[src/rtl/xram_pkg.sv]
// Shared types for the two-port external RAM arbiter.
// Holds the FSM encoding and the requester identifiers.
package xram_pkg;

    typedef enum logic [1:0] {
        IDLE     = 2'd0,
        OWN_C    = 2'd1,
        OWN_D    = 2'd2,
        HANDOVER = 2'd3
    } state_e;

    typedef enum logic {
        PORT_C = 1'b0,
        PORT_D = 1'b1
    } port_e;

    function automatic port_e other(input port_e p);
        return (p == PORT_C) ? PORT_D : PORT_C;
    endfunction

    function automatic state_e own_state(input port_e p);
        return (p == PORT_C) ? OWN_C : OWN_D;
    endfunction

endpackage

[src/rtl/xram_if.sv]
// CPU port, DMA port and single-port RAM bus of the arbiter.
// slave = arbiter side, master = requesters plus RAM side.
interface xram_if #(
    parameter int AW = 16
);
    logic          c_req;
    logic          c_we;
    logic          c_lock;
    logic [AW-1:0] c_addr;
    logic [7:0]    c_wdata;
    logic          c_gnt;
    logic          c_rvalid;
    logic [7:0]    c_rdata;

    logic          d_req;
    logic          d_we;
    logic          d_lock;
    logic [AW-1:0] d_addr;
    logic [7:0]    d_wdata;
    logic          d_gnt;
    logic          d_rvalid;
    logic [7:0]    d_rdata;

    logic [AW-1:0] ram_address;
    logic [7:0]    ram_data;
    logic          ram_wren;
    logic [7:0]    ram_q;

    modport slave (
        input  c_req, c_we, c_lock, c_addr, c_wdata,
        output c_gnt, c_rvalid, c_rdata,
        input  d_req, d_we, d_lock, d_addr, d_wdata,
        output d_gnt, d_rvalid, d_rdata,
        output ram_address, ram_data, ram_wren,
        input  ram_q
    );

    modport master (
        output c_req, c_we, c_lock, c_addr, c_wdata,
        input  c_gnt, c_rvalid, c_rdata,
        output d_req, d_we, d_lock, d_addr, d_wdata,
        input  d_gnt, d_rvalid, d_rdata,
        input  ram_address, ram_data, ram_wren,
        output ram_q
    );

endinterface

[src/rtl/xram_port_mux.sv]
// Combinational owner select of the access fields.
module xram_port_mux
    import xram_pkg::*;
#(
    parameter int AW = 16
) (
    input  port_e         sel_i,
    input  logic [AW-1:0] c_addr_i,
    input  logic [7:0]    c_wdata_i,
    input  logic          c_we_i,
    input  logic [AW-1:0] d_addr_i,
    input  logic [7:0]    d_wdata_i,
    input  logic          d_we_i,
    output logic [AW-1:0] addr_o,
    output logic [7:0]    wdata_o,
    output logic          we_o
);

    always_comb begin
        addr_o  = c_addr_i;
        wdata_o = c_wdata_i;
        we_o    = c_we_i;
        if (sel_i == PORT_D) begin
            addr_o  = d_addr_i;
            wdata_o = d_wdata_i;
            we_o    = d_we_i;
        end
    end

endmodule

[src/rtl/xram_arbiter.sv]
// CPU/DMA arbiter for a single-port RAM with locked bursts,
// bounded burst length and a one-cycle handover gap.
module xram_arbiter
    import xram_pkg::*;
#(
    parameter int AW        = 16,
    parameter int MAX_BURST = 16
) (
    input  logic  clock,
    input  logic  reset_n,
    xram_if.slave bus
);

    localparam int CW = $clog2(MAX_BURST) + 1;

    state_e        state_q, state_d;
    port_e         last_q, last_d;
    logic [CW-1:0] burst_cnt_q, burst_cnt_d;
    port_e         own;
    logic          own_vld;
    logic          o_req, o_lock, x_req;
    logic          issue;
    logic [AW-1:0] mux_addr, addr_q;
    logic [7:0]    mux_wdata, data_q;
    logic          mux_we;
    logic          rd_q;
    port_e         rd_port_q;
    logic [7:0]    c_rdata_q, d_rdata_q;
    logic          c_rv, d_rv;

    // IDLE grants the winner in the same cycle it requests
    always_comb begin
        own     = PORT_C;
        own_vld = 1'b0;
        unique case (state_q)
            IDLE: begin
                if (bus.c_req && (!bus.d_req || last_q == PORT_D)) begin
                    own_vld = 1'b1;
                end else if (bus.d_req) begin
                    own     = PORT_D;
                    own_vld = 1'b1;
                end
            end
            OWN_C:    own_vld = 1'b1;
            OWN_D: begin
                own     = PORT_D;
                own_vld = 1'b1;
            end
            HANDOVER: own_vld = 1'b0;
            default:  own_vld = 1'b0;
        endcase
        own_vld = own_vld & reset_n;
        o_req   = (own == PORT_D) ? bus.d_req  : bus.c_req;
        o_lock  = (own == PORT_D) ? bus.d_lock : bus.c_lock;
        x_req   = (own == PORT_D) ? bus.c_req  : bus.d_req;
        issue   = own_vld & o_req;
    end

    always_comb begin
        state_d     = state_q;
        last_d      = last_q;
        burst_cnt_d = burst_cnt_q;
        unique case (state_q)
            IDLE: begin
                if (issue) begin
                    state_d     = own_state(own);
                    burst_cnt_d = CW'(1);
                end
            end
            OWN_C, OWN_D: begin
                if (!o_req || !o_lock) begin
                    state_d     = IDLE;
                    last_d      = own;
                    burst_cnt_d = '0;
                end else if (int'(burst_cnt_q) + 1 >= MAX_BURST) begin
                    burst_cnt_d = '0;
                    if (x_req) begin
                        state_d = HANDOVER;
                        last_d  = own;
                    end
                end else begin
                    burst_cnt_d = burst_cnt_q + 1'b1;
                end
            end
            HANDOVER: begin
                state_d     = own_state(other(last_q));
                burst_cnt_d = '0;
            end
            default: state_d = IDLE;
        endcase
    end

    xram_port_mux #(.AW(AW)) u_mux (
        .sel_i    (own),
        .c_addr_i (bus.c_addr),
        .c_wdata_i(bus.c_wdata),
        .c_we_i   (bus.c_we),
        .d_addr_i (bus.d_addr),
        .d_wdata_i(bus.d_wdata),
        .d_we_i   (bus.d_we),
        .addr_o   (mux_addr),
        .wdata_o  (mux_wdata),
        .we_o     (mux_we)
    );

    assign bus.c_gnt       = issue & (own == PORT_C);
    assign bus.d_gnt       = issue & (own == PORT_D);
    assign bus.ram_wren    = issue & mux_we;
    assign bus.ram_address = issue ? mux_addr : addr_q;
    assign bus.ram_data    = issue ? mux_wdata : data_q;

    assign c_rv         = rd_q & (rd_port_q == PORT_C);
    assign d_rv         = rd_q & (rd_port_q == PORT_D);
    assign bus.c_rvalid = c_rv;
    assign bus.d_rvalid = d_rv;
    assign bus.c_rdata  = c_rv ? bus.ram_q : c_rdata_q;
    assign bus.d_rdata  = d_rv ? bus.ram_q : d_rdata_q;

    always_ff @(posedge clock or negedge reset_n) begin
        if (!reset_n) begin
            state_q     <= IDLE;
            last_q      <= PORT_D;
            burst_cnt_q <= '0;
            addr_q      <= '0;
            data_q      <= '0;
            rd_q        <= 1'b0;
            rd_port_q   <= PORT_C;
            c_rdata_q   <= '0;
            d_rdata_q   <= '0;
        end else begin
            state_q     <= state_d;
            last_q      <= last_d;
            burst_cnt_q <= burst_cnt_d;
            addr_q      <= bus.ram_address;
            data_q      <= bus.ram_data;
            rd_q        <= issue & ~mux_we;
            rd_port_q   <= own;
            if (c_rv) c_rdata_q <= bus.ram_q;
            if (d_rv) d_rdata_q <= bus.ram_q;
        end
    end

endmodule

[src/flat_wrapper.sv]
// flat-port wrapper written by rule: the top's interface ports become plain ports
module xram_arbiter_flat import xram_pkg::*;
#(
    parameter int AW        = 16,
    parameter int MAX_BURST = 16
)
  (clock, reset_n, bus_c_req, bus_c_we, bus_c_lock, bus_c_addr, bus_c_wdata, bus_c_gnt, bus_c_rvalid, bus_c_rdata, bus_d_req, bus_d_we, bus_d_lock, bus_d_addr, bus_d_wdata, bus_d_gnt, bus_d_rvalid, bus_d_rdata, bus_ram_address, bus_ram_data, bus_ram_wren, bus_ram_q);
  xram_if #(.AW(AW)) bus_i ();
  input  logic clock;
  input  logic reset_n;
  input wire logic [$bits(bus_i.c_req)-1:0] bus_c_req;
  input wire logic [$bits(bus_i.c_we)-1:0] bus_c_we;
  input wire logic [$bits(bus_i.c_lock)-1:0] bus_c_lock;
  input wire logic [$bits(bus_i.c_addr)-1:0] bus_c_addr;
  input wire logic [$bits(bus_i.c_wdata)-1:0] bus_c_wdata;
  output wire logic [$bits(bus_i.c_gnt)-1:0] bus_c_gnt;
  output wire logic [$bits(bus_i.c_rvalid)-1:0] bus_c_rvalid;
  output wire logic [$bits(bus_i.c_rdata)-1:0] bus_c_rdata;
  input wire logic [$bits(bus_i.d_req)-1:0] bus_d_req;
  input wire logic [$bits(bus_i.d_we)-1:0] bus_d_we;
  input wire logic [$bits(bus_i.d_lock)-1:0] bus_d_lock;
  input wire logic [$bits(bus_i.d_addr)-1:0] bus_d_addr;
  input wire logic [$bits(bus_i.d_wdata)-1:0] bus_d_wdata;
  output wire logic [$bits(bus_i.d_gnt)-1:0] bus_d_gnt;
  output wire logic [$bits(bus_i.d_rvalid)-1:0] bus_d_rvalid;
  output wire logic [$bits(bus_i.d_rdata)-1:0] bus_d_rdata;
  output wire logic [$bits(bus_i.ram_address)-1:0] bus_ram_address;
  output wire logic [$bits(bus_i.ram_data)-1:0] bus_ram_data;
  output wire logic [$bits(bus_i.ram_wren)-1:0] bus_ram_wren;
  input wire logic [$bits(bus_i.ram_q)-1:0] bus_ram_q;
  assign bus_i.c_req = bus_c_req;
  assign bus_i.c_we = bus_c_we;
  assign bus_i.c_lock = bus_c_lock;
  assign bus_i.c_addr = bus_c_addr;
  assign bus_i.c_wdata = bus_c_wdata;
  assign bus_c_gnt = bus_i.c_gnt;
  assign bus_c_rvalid = bus_i.c_rvalid;
  assign bus_c_rdata = bus_i.c_rdata;
  assign bus_i.d_req = bus_d_req;
  assign bus_i.d_we = bus_d_we;
  assign bus_i.d_lock = bus_d_lock;
  assign bus_i.d_addr = bus_d_addr;
  assign bus_i.d_wdata = bus_d_wdata;
  assign bus_d_gnt = bus_i.d_gnt;
  assign bus_d_rvalid = bus_i.d_rvalid;
  assign bus_d_rdata = bus_i.d_rdata;
  assign bus_ram_address = bus_i.ram_address;
  assign bus_ram_data = bus_i.ram_data;
  assign bus_ram_wren = bus_i.ram_wren;
  assign bus_i.ram_q = bus_ram_q;
  xram_arbiter #(.AW(AW), .MAX_BURST(MAX_BURST)) u_core (.clock(clock), .reset_n(reset_n), .bus(bus_i));
endmodule
[config.mk]
export PLATFORM = sky130hd
export DESIGN_NAME = xram_arbiter_flat
export DESIGN_NICKNAME = d
export VERILOG_FILES = /design/src/rtl/xram_pkg.sv /design/src/rtl/xram_if.sv /design/src/rtl/xram_port_mux.sv /design/src/rtl/xram_arbiter.sv /design/src/flat_wrapper.sv
export SDC_FILE = /design/constraint.sdc
export NUM_CORES = 1
export LEC_CHECK = 0
export CAP_MARGIN = 25
export CORE_MARGIN = 4
export CORE_UTILIZATION = 40
export CTS_CLUSTER_SIZE = 28
export DETAILED_ROUTE_END_ITERATION = 16
export DONT_BUFFER_PORTS = 1
export GPL_TIMING_DRIVEN = 0
export SLEW_MARGIN = 15
export SYNTH_ARGS = -nofsm -noshare
export SYNTH_HDL_FRONTEND = slang
export SYNTH_SLANG_ARGS = --single-unit
[constraint.sdc]
create_clock -name clock -period 1.8 [get_ports clock]
set_input_delay 0.36 -clock clock [delete_from_list [all_inputs] [get_ports clock]]
set_output_delay 0.36 -clock clock [all_outputs]
set_load 0.02 [all_outputs]
==> results of run 1 <==
## final cells by class
| type | count | area (um^2) |
|---|---|---|
| fillers | 468 | 2090 |
| multi-input cells | 174 | 1620 |
| flip-flops and latches | 50 | 1250 |
| repair buffers | 27 | 278 |
| plain buffers | 11 | 199 |
| well taps | 72 | 90.1 |
| clock buffers | 5 | 68.8 |
| clock inverters | 3 | 28.8 |
| inverters | 6 | 22.5 |
## sequential cells by signal, summed over array words and instances (netlist names)
name / cells
u_core.addr_q: 16
u_core.data_q: 8
u_core.rd_port_q: 1
u_core.c_rdata_q: 8
u_core.state_q: 2
u_core.last_q: 1
u_core.burst_cnt_q: 5
u_core.rd_q: 1
u_core.d_rdata_q: 8
## routing by layer
layer  wire length [um]  GRT usage, %  vias to the layer above
li1                   -             -                      907
met1               2930          23.4                      935
met2               3220          29.7                       76
met3                516          6.02                        2
met4                 25          4.32                        0
met5                  0             0                        -
## worst max-delay path, cell delays in order, from the launching register on
cell and delay (ns):
dfrtp_1 0.42, inv_2 0.12, buf_4 0.13, ha_4 0.14
o21ai_4 0.06, a21oi_4 0.13, buf_12 0.16, clkbuf_8 0.15
nor2_1 0.06, a31oi_4 0.25
## cell usage after synthesis, types with 3 or more instances
master	count
o21ai_1	3
clkbuf_1	7
inv_1	5
buf_2	4
a31oi_1	27
dfrtp_1	49
mux2_2	16
a21oi_1	5
ha_1	5
nor2b_1	5
nor2_1	26
o21ai_0	5
nand2_1	53
and2_1	4
## cell families after synthesis
| family | count (synthesis) |
|---|---|
| AO/OA/AOI/OAI | 54 |
| buffers and inverters | 18 |
| adder cells (fa/ha/maj) | 5 |
| AND/OR/NAND/NOR | 96 |
| flip-flops | 50 |
| multiplexers | 19 |
## power breakdown
| group | total (mW) | switching [mW] | leakage, nW | internal, mW |
|---|---|---|---|---|
| sequential | 1.85 | 0.188 | 0.582 | 1.66 |
| clock | 0.715 | 0.424 | 0.0506 | 0.292 |
| combinational | 5.14 | 3.01 | 0.802 | 2.13 |
## final timing paths
kind                            slack (ns)  cells past startpoint                                 to
worst min-delay path                  0.20                      2          u_core.last_q$_DFFE_PN1P_
min in group asynchronous             0.57                      2      u_core.d_rdata_q[0]$_DFF_PN0_
worst min register to register        0.53                      1  u_core.burst_cnt_q[4]$_DFFE_PN0P_
max in group asynchronous             0.95                      2          u_core.last_q$_DFFE_PN1P_
worst max register to register       -0.22                      8  u_core.burst_cnt_q[1]$_DFFE_PN0P_
worst max-delay path                 -0.49                      9                    bus_ram_data[0]
## what timing repair did
action,in CTS,in global routing
endpoints found under the setup margin,72,43
gates resized for setup,36,19
buffers inserted,18,5
hold endpoints to repair,50,50
pin swaps,14,5
cloned,3,0
## per-stage QoR
step           std cells  worst slack [ns]  power [mW]  util, %
5_1_grt              348            -0.579        8.18     63.0
6_report             348            -0.494        7.70     63.0
2_1_floorplan        242            -0.116        5.26        -
4_1_cts              342            -0.498        7.46     60.7
3_3_place_gp         314            -0.389        5.80     52.0
3_5_place_dp         314            -0.417        5.87     52.0
==> impl_metrics.yaml, run 1 <==
synthesis:
  yosysTopAreaCell: "dfrtp_1"
  ys_async_sr_fraction_pct: 100
  synth_area_um2: 2380
  synthAdderAreaFrac_pct: 2.63
  synthMuxAreaShare_pct: 8.93
  synth_compound_area_share_pct: 15.3
  yosysTopAreaCellShare_pct: 51.5
  syn_inst: 242
  synth_top_family_by_area: "simple AND/OR/NAND/NOR gates"
  ys_warn_count: 0
  synth_enable_flop_cells: 0
  synthSimpleGateAreaFrac_pct: 17.5
  ys.flop_type: "dfrtp_1"
  synthTopCellsByArea: "dfrtp_1 51%, nand2_1 8.4%, mux2_2 7.6%"
  yosysSeqAreaShare_pct: 52.6
  synth-seq-cells: 50
  syn_avg_cell_area_um2: 9.84
  synth_xor_area_share_pct: 0
  syn-num-nets: 311
  synth.distinct_cells: 37
global_routing:
  grt_pass1_wl_mm: 10.6
  grt_overflow: 0
  grt_max_degree: 52
  grt_antenna_before_repair: 0
  track_usage_pct: 18.2
  grt_pass1_vias: 2077
power_and_ir_drop:
  leakage_nw: 1.43
  cellPowerDensity_nw_per_um2: 2170
  vdd_drop_max_uv: 1140
cts:
  numCtsBuffers: 5
  htreeDepth: 2
  cts_sinks: 50
  clock_path_buffers: 2
  cts_tree: "built"
  path_clk_slew_ns: 0.11
  clk_latency_ns: 0.31
  root_buffer: "clkbuf_8"
sta:
  hold_viol_final: 0
  post-route-min-period_ns: 2.29
  timing.fmax_mhz: 436
  worst_pin_slew_ns: 0.316
  timing.final.ws_setup_ns: -0.494
  rsz0062_at_grt: "true"
  finClkSkew_ns: 0.00812
  finalMaxSlewViolations: 0
  setup_viol: 33
  whs_ns: 0.199
  slew_headroom_pct: 78.7
  tns_ns: -12.91
  period_share_pct: 127
setup_path:
  startpoint: "u_core.state_q[0]$_DFFE_PN0P_"
  path_max_fanout: 9
  crit_arrival_ns: 1.93
  start_kind: "register"
  critPathRequiredTime_ns: 1.44
  critical_path_class: "register to primary output"
  crit_path_end_kind: "primary output"
  r2r-start: "u_core.state_q[0]$_DFFE_PN0P_"
floorplanning:
  core_um2: 5640
  fp.dieW_um: 85.2
  die_h_um: 85.2
  dieArea_um2: 7250
  start_util_pct: 42.2
  row_count: 27
  ioPinCount: 109
final_layout:
  fin_area_um2: 3560
  layout_common_cells: "52 x nand2_1, 49 x dfrtp_1, 25 x a31oi_4"
  antenna_cells: 0
  layout-drive-gt1-share_pct: 44.2
  final_common_cell: "nand2_1"
  areaGrowthSynthToFinish_pct: 49.3
  layout.nets: 344
status:
  status: "complete, but fails checks"
  violations: "setup timing"
route:
  dr.pass1.iters: 4
  postRouteAntennaNets: 0
  drt_wl_total_mm: 6.69
  viasPerCell: 5.52
  drcViolationCount: 0
  wire_per_inst_um: 19.2
  dr.first_iter.drc_count: 73
  vias: 1920
placement:
  place_hpwl_mm: 4.42
  post_dp_cell_area_um2: 2930
  port_buffers: 0
  place.gp.congestion: 0.754
job:
  cap_violations: 0
hold_path:
  hp-class: "input port to register"
  hp-start: "bus_c_lock"
Note: power is estimated with default switching activity, not from simulation.
==> run 2: changes to the inputs <==
Clock period 1.8 ns to 1.9 ns, I/O delays scaled along.
==> impl_metrics.yaml, run 2 (synthesis gave the netlist of run 1 again) <==
status:
  status: "complete, but fails checks"
  violations: "setup timing"
route:
  drt_wl_total_mm: 6.62
  viasPerCell: 5.50
  drcViolationCount: 0
  dr.first_iter.drc_count: 42
  postRouteAntennaNets: 0
  vias: 1935
  wire_per_inst_um: 18.8
  dr.pass1.iters: 4
setup_path:
  crit_path_end_kind: "primary output"
  critPathRequiredTime_ns: 1.52
  path_max_fanout: 5
  crit_arrival_ns: 1.95
  critical_path_class: "register to primary output"
  start_kind: "register"
final_layout:
  layout.nets: 348
  fillerInstances: 426
  fin_area_um2: 3680
  fin_cells: 352
  fin_util_pct: 65.3
  layout-drive-gt1-share_pct: 50.4
  layout_common_cells: "52 x nand2_1, 48 x dfrtp_1, 25 x a31oi_4"
  multi_input_area_um2: 1690
  seqCellArea_um2: 1250
  final_common_cell: "nand2_1"
  largest_reg_flops: 16
  largest_register: "u_core.addr_q"
  antenna_cells: 0
  areaGrowthSynthToFinish_pct: 54.8
global_routing:
  grt_antenna_before_repair: 0
  grt_pass1_wl_mm: 10.4
  grt_pass1_vias: 2005
  grt_overflow: 0
  grt_max_degree: 51
  track_usage_pct: 18.1
sta:
  hold_viol_final: 0
  timing.final.ws_setup_ns: -0.428
  worst_pin_slew_ns: 0.412
  period_share_pct: 123
  finalMaxSlewViolations: 0
  whs_ns: 0.241
  slew_headroom_pct: 72.6
  rsz0062_at_grt: "true"
  timing.fmax_mhz: 430
  setup_viol: 33
  finClkSkew_ns: 0.00367
  post-route-min-period_ns: 2.33
  tns_ns: -11.42
floorplanning:
  row_count: 27
  core_um2: 5640
  fp.dieW_um: 85.2
  start_util_pct: 42.2
  ioPinCount: 109
  dieArea_um2: 7250
  die_h_um: 85.2
cts:
  cts_sinks: 50
  numCtsBuffers: 5
  clk_latency_ns: 0.29
  root_buffer: "clkbuf_8"
  clock_path_buffers: 2
  cts_tree: "built"
  htreeDepth: 2
  path_clk_slew_ns: 0.09
placement:
  port_buffers: 0
  place.gp.congestion: 0.737
  place_hpwl_mm: 4.38
  dpl.cell_count: 314
  pre_cts_ws_ns: -0.319
  post_dp_cell_area_um2: 2940
power_and_ir_drop:
  leakage_nw: 1.45
  p_total_mw: 7.52
  vdd_drop_max_uv: 1050
  cellPowerDensity_nw_per_um2: 2040
job:
  cap_violations: 0
hold_path:
  hp-class: "input port to register"
## run 2: per-layer routing
layer / track usage, % / part of all wire [%]
met5: 0 / 0
met4: 3.45 / 0.83
met3: 6.12 / 8.6
met2: 29.0 / 49
met1: 24.1 / 41
## run 2: area by class of cell
class                   count  share of cell area, %
inverters                   6                  0.679
clock buffers               6                   2.24
repair buffers             31                   9.37
clock inverters             2                  0.340
plain buffers              11                   5.16
flip-flops and latches     50                   34.0
multi-input cells         174                   45.7
well taps                  72                   2.44
## run 2: what timing repair did
action                                  4_1_cts  5_1_grt
resized for setup                            38       43
hold endpoints to repair                     50        0
endpoints found under the setup margin       51       50
hold buffers                                  2        0
gates cloned                                  3        1
pin swaps                                    23       16
setup buffers                                15       12
## run 2: worst paths after layout
kind                                                    from                                end  slack [ns]  cells past startpoint
setup / recovery               u_core.state_q[0]$_DFFE_PN0P_                 bus_ram_address[1]       -0.43                      8
hold / removal                                    bus_c_lock          u_core.last_q$_DFFE_PN1P_        0.24                      2
setup reg to reg               u_core.state_q[0]$_DFFE_PN0P_      u_core.state_q[0]$_DFFE_PN0P_       -0.18                     10
hold reg to reg            u_core.burst_cnt_q[4]$_DFFE_PN0P_  u_core.burst_cnt_q[4]$_DFFE_PN0P_        0.54                      1
max in group asynchronous                            reset_n          u_core.last_q$_DFFE_PN1P_        1.02                      2
min in group asynchronous                            reset_n        u_core.addr_q[15]$_DFF_PN0_        0.61                      2
## run 2: worst max-delay path, cell delays in order (launching register included)
cell and delay, ns:
dfrtp_1 0.39, inv_2 0.09, ha_4 0.19, nand2b_4 0.16, a21oi_4 0.20, buf_12 0.17, clkbuf_16 0.16, nor2_2 0.05
a31oi_4 0.23
## run 2: where the power goes
group / switching, mW / internal (mW) / total [mW] / leakage, nW
logic: 2.87 / 2.18 / 5.04 / 0.817
registers: 0.264 / 1.58 / 1.84 / 0.581
clock network: 0.343 / 0.293 / 0.636 / 0.0472
